--- config.mk ---
export PLATFORM = sky130hd
export DESIGN_NAME = alu_ctrl_decode_q
export DESIGN_NICKNAME = d
export VERILOG_FILES = /design/src/rtl/alu_ctrl_decode_q.sv
export SDC_FILE = /design/constraint.sdc
export NUM_CORES = 1
export LEC_CHECK = 0
export CELL_PAD_IN_SITES_DETAIL_PLACEMENT = 1
export CELL_PAD_IN_SITES_GLOBAL_PLACEMENT = 1
export CORE_ASPECT_RATIO = 1.75
export CORE_MARGIN = 4
export CORE_UTILIZATION = 35
export DETAILED_ROUTE_END_ITERATION = 10
export GPL_ROUTABILITY_DRIVEN = 0
export HOLD_SLACK_MARGIN = 0.1
export PLACE_DENSITY_LB_ADDON = 0.1
export SETUP_SLACK_MARGIN = 0.1
export SYNTH_ARGS = -nofsm -noshare
export SYNTH_HDL_FRONTEND = slang
export SYNTH_SLANG_ARGS = --single-unit
export TNS_END_PERCENT = 5
--- constraint.sdc ---
create_clock -name clk -period 3.9 [get_ports clk]
set_clock_uncertainty 0.05 [all_clocks]
set_input_delay 0.78 -clock clk [delete_from_list [all_inputs] [get_ports clk]]
set_output_delay 0.78 -clock clk [all_outputs]
set_load 0.01 [all_outputs]
--- src/rtl/alu_ctrl_decode_q.sv ---
// Queued ALU/datapath control decoder: valid/ready intake, DEPTH-entry control-word FIFO, flush, sticky halt FSM.
// Optional macro ALU_CTRL_ILLEGAL_TRAP_EN: illegal opcodes also set halt and stop intake like a halt word.
module alu_ctrl_decode_q #(
  parameter int DEPTH = 4,
  parameter int TAG_W = 16
) (
  input  logic                     clk,
  input  logic                     rst,
  input  logic                     in_valid,
  output logic                     in_ready,
  input  logic [4:0]               in_opcode,
  input  logic [1:0]               in_op_ext,
  input  logic [TAG_W-1:0]         in_tag,
  output logic                     out_valid,
  input  logic                     out_ready,
  output logic [15:0]              out_ctrl,
  output logic [TAG_W-1:0]         out_tag,
  input  logic                     flush,
  input  logic                     resume,
  output logic                     halted,
  output logic [$clog2(DEPTH):0]   count
);

  localparam int PW = $clog2(DEPTH);
  localparam int CW = PW + 1;
  localparam logic [CW-1:0] DEPTH_C = CW'(DEPTH);

  typedef enum logic {RUN, HALTED} state_t;

  state_t           state_q;
  logic [PW-1:0]    wptr_q, rptr_q;
  logic [CW-1:0]    count_q;
  logic [15:0]      ctrl_mem [DEPTH];
  logic [TAG_W-1:0] tag_mem  [DEPTH];

  logic        push, pop;
  logic [15:0] dec_word;

  function automatic logic [15:0] decode(input logic [4:0] op, input logic [1:0] ext);
    logic [15:0] w;
    w = '0;
    casez (op)
      5'b00000: w[15] = 1'b1;
      5'b00001: w = '0;
      5'b001??: w[11] = 1'b1;
      5'b011??: begin w[10] = 1'b1; w[9:8] = op[1:0]; end
      5'b10000: begin w[13] = 1'b1; w[1] = 1'b1; end
      5'b10001: begin w[14] = 1'b1; w[12] = 1'b1; w[1] = 1'b1; end
      5'b010??: begin w[14] = 1'b1; w[1] = 1'b1; w[7:5] = {1'b0, op[1:0]}; end
      5'b11011: begin w[14] = 1'b1; w[7:5] = {1'b1, ext}; end
      5'b11001: begin
        w[14] = 1'b1;
        case (ext)
          2'b01:   begin w[4] = 1'b1; w[2] = 1'b1; end
          2'b10:   w[7:5] = 3'b011;
          2'b11:   begin w[7:5] = 3'b001; w[3] = 1'b1; end
          default: w[7:5] = 3'b000;
        endcase
      end
      default: begin
        w[0] = 1'b1;
`ifdef ALU_CTRL_ILLEGAL_TRAP_EN
        w[15] = 1'b1;
`endif
      end
    endcase
    return w;
  endfunction

  always_comb begin
    dec_word  = decode(in_opcode, in_op_ext);
    out_valid = (count_q != '0);
    pop       = out_valid & out_ready;
    // A same-cycle pop frees a slot, so a full queue can still accept.
    in_ready  = ~rst & ~flush & (state_q == RUN) & ((count_q != DEPTH_C) | pop);
    push      = in_valid & in_ready;
    out_ctrl  = out_valid ? ctrl_mem[rptr_q] : '0;
    out_tag   = out_valid ? tag_mem[rptr_q]  : '0;
    halted    = (state_q == HALTED);
    count     = count_q;
  end

  always_ff @(posedge clk) begin
    if (rst) begin
      state_q <= RUN;
      wptr_q  <= '0;
      rptr_q  <= '0;
      count_q <= '0;
    end else begin
      if (flush) begin
        wptr_q  <= '0;
        rptr_q  <= '0;
        count_q <= '0;
      end else begin
        if (push) begin
          ctrl_mem[wptr_q] <= dec_word;
          tag_mem[wptr_q]  <= in_tag;
          wptr_q           <= wptr_q + PW'(1);
        end
        if (pop) rptr_q <= rptr_q + PW'(1);
        count_q <= count_q + CW'(push) - CW'(pop);
      end
      case (state_q)
        RUN:     if (push && dec_word[15]) state_q <= HALTED;
        HALTED:  if (resume) state_q <= RUN;
        default: state_q <= RUN;
      endcase
    end
  end

endmodule

==> flow_summary_export.csv, run 1 <==
group,metric,value,unit
power_and_ir_drop,total_power,3.39,mW
final_layout,fillers,1454,
final_layout,drive_gt1_share,22.6,%
min_path,min_from,"rptr_q[0]",
clocking,clkSlewWorstSetupHoldPaths,0.06,ns
worst_setup_path,critPathCaptureType,"primary output",
route,viasPerCell,4.95,
grt,grt_start_max_net_pins,32,
final_layout,mostFrequentLayoutCell,"edfxtp_1",
grt,grt_remaining_overflow,0,
route,drc_errors,0,
route,wl_per_cell,19.8,um
floorplan,dieArea,0.0178,mm^2
clocking,cts_sinks,134,
worst_setup_path,max_stage_delay,0.66,ns
yosys,ys_seq_area_share,71.4,%
floorplan,die_x,103,um
grt,grt_pass1_vias,3156,
sta,holdWs,0.456,ns
power_and_ir_drop,ir_drop,0.296,mV
power_and_ir_drop,power_density,483,mW/mm^2
yosys,synth_area,0.00549,mm^2
sta,final-setup-viol-count,0,
clocking,postCtsSetupRepairBufs,0,
yosys,ys_types,41,
sta,tns,0,ns
final_layout,area_growth,27.7,%
yosys,yosysTopAreaCell,"edfxtp_1",
route,top_layer_used,"met4",
placed_design,dp_hpwl,7.23,mm
sta,rsz0062_at_grt,"false",
worst_setup_path,worst-path-max-fanout,19,
clocking,clock_path_buffers,2,
final_layout,final_cell_area,0.00702,mm^2
power_and_ir_drop,p_leak,2.22,nW
floorplan,dieHeight,174,um
clocking,cts_buffers,17,
final_layout,nets,404,
placed_design,io_buffers,66,
min_path,hp-class,"flip-flop to flip-flop",
sta,setup_slack,0.542,ns
worst_setup_path,crit_slowest_cell,"dfxtp_2",
placed_design,dp.cells,535,
route,ant_nets,0,
yosys,synth_area_leaders,"edfxtp_1 68%, mux4_2 12%, dfxtp_1 3.6%",
yosys,synth_top_area_share,67.8,%
grt,grt_antenna_before_repair,0,
clocking,postCtsResizedCells,0,
route,wl,11.2,mm
route,vias,2806,
worst_setup_path,timing.rr.start,"count[1]",
route,wl_met2,6.19,mm
final_layout,final_util,45.6,%
yosys,syn_nets,323,
floorplan,rows,60,
clocking,h-tree-depth,4,
sta,min_period,3.36,ns
final_layout,final_cell_mix,"124 x edfxtp_1, 66 x clkdlybuf4s50_1, 30 x nor2b_1, 30 x mux4_2, 17 x clkbuf_16",
sta,drv_slew,0,
sta,hold_viol,0,
outcome,outcome,"complete, no violations",
yosys,synth_cells,287,
placed_design,pre_cts_ws,0.639,ns
worst_setup_path,criticalPathCategory,"flip-flop to primary output",
placed_design,placed_area,0.00642,mm^2
final_layout,n_antenna_cell,0,
clocking,hold_buffers,0,
sta,min_period_over_period,86.1,%
route,drt_first_pass_iters,4,
yosys,avgSynthCellArea,19.1,um^2
clocking,tritoncts,"built",
grt,track_usage,13.5,%
clocking,cts-root-buf,"clkbuf_16",
min_path,min_delay_path_depth,2,
min_path,hold-path-endpoint,"rptr_q[0]",
route,drt_iter0_drc,118,
worst_setup_path,cp_num_buf_inv,2,
sta,worst_pin_slew,0.826,ns
worst_setup_path,r2r_end,"count[2]",
worst_setup_path,worst_ep_required_time,3.07,ns
worst_setup_path,path_cells,"buf_12 > mux4_2 > nor2b_1 > clkdlybuf4s50_1",
floorplan,ios,67,
route,dr_wl_met3,408,um
floorplan,core_area,0.0154,mm^2
worst_setup_path,arrival,2.53,ns
run,cap_violations,0,
sta,max_freq,298,MHz
yosys,yosysWarningCount,0,
final_layout,layout.cells.non_filler,567,
worst_setup_path,reg2reg_depth,9,
sta,relSlewSlack,43.5,%
yosys,ys_ff_latch,134,
route,drt-met1-wl,4.51,mm
grt,grt_pass1_wl,17.6,mm
worst_setup_path,cp_top_family,"buffers and inverters",
worst_setup_path,start_kind,"flip-flop",
clocking,clock_latency,0.41,ns
floorplan,start_util,35.7,%
worst_setup_path,ff2ff_setup_slack,1.28,ns
==> cell type report <==
class	count	area, um^2	share of cell area [%]
Inverter	10	37.5	0.535
Timing Repair Buffer	75	766	10.9
Sequential cell	134	3930	56.0
Clock inverter	15	169	2.41
Clock buffer	17	425	6.06
Tap cell	186	233	3.32
Multi-Input combinational cell	130	1460	20.8
==> flip-flops by register name (all words and copies together), names as in the netlist, named ones only <==
signal	flops
halted	1
tag_mem	64
count	3
rptr_q	2
wptr_q	2
ctrl_mem	60
==> report_power, final <==
part	internal, mW	switching (mW)	leakage [nW]	total [mW]
combinational	0.114	0.0992	0.786	0.213
sequential	1.58	0.00903	1.15	1.59
clock	0.956	0.625	0.285	1.58
total	2.65	0.733	2.22	3.39
==> layer usage <==
layer / GRT usage [%] / vias to the layer above
met5: 0 / -
met4: 4.60 / 0
met3: 3.34 / 6
met2: 23.4 / 49
met1: 15.9 / 1457
li1: - / 1294
==> worst register-to-register path, cell delays in order (launching register included) <==
cell	delay, ns
dfxtp_1	0.42
nor3_4	0.52
nor2b_1	0.22
ha_1	0.33
inv_1	0.04
ha_1	0.18
fa_1	0.37
xnor2_1	0.18
xnor2_1	0.14
nor3_1	0.06
==> how the worst max path moves through the flow <==
stage,start,to,slack [ns],depth (start not counted)
6_report,flip-flop,out_ctrl[15],0.54,4
5_1_grt,flip-flop,out_ctrl[1],0.36,4
4_1_cts,flip-flop,out_ctrl[15],0.45,4
3_5_place_dp,out_ready,count[2],0.64,11
3_3_place_gp,out_ready,count[2],0.72,11
2_1_floorplan,flush,count[2],1.32,10
==> cells by family after synthesis <==
family                     count (synthesis)  share of synthesized area [%]
buffers and inverters                     23                           2.21
muxes                                     36                           13.7
xor gates and xnor gates                   3                          0.478
and+or+nand+nor                           75                           9.25
AOI/OAI and AO/OA                          9                           1.21
DFF                                      134                           71.4
adders and majority gates                  7                           1.73
==> cells in the mapped netlist, drive strengths merged <==
cell,count
fa,1
a32o,1
a221oi,1
nor4,2
nor3,3
a21oi,1
a2111oi,1
o21ai,2
mux4,31
mux2i,4
xnor2,2
a21boi,2
nor2,7
xor2,1
clkbuf,2
or3,1
nand2,7
nor2b,35
dfxtp,10
edfxtp,124
ha,6
and2,4
nor3b,2
nand3,2
or4b,1
nand2b,2
o311ai,1
nor4b,2
inv,10
mux2,1
and3b,1
and3,6
buf,11
No activity file was read; power rests on OpenSTA's default activity.
==> run 2: changes to the inputs <==
CAP_MARGIN = 40   (was unset)
SLEW_MARGIN = 10   (was unset)
==> results of run 2 <==
Same layout as run 1: the final DEF is identical, and so are final timing and power.
==> run 3: changes to the inputs <==
SKIP_CTS_REPAIR_TIMING = 1   (was unset)
==> results of run 3 <==
Same layout as run 1: the final DEF is identical, and so are final timing and power.
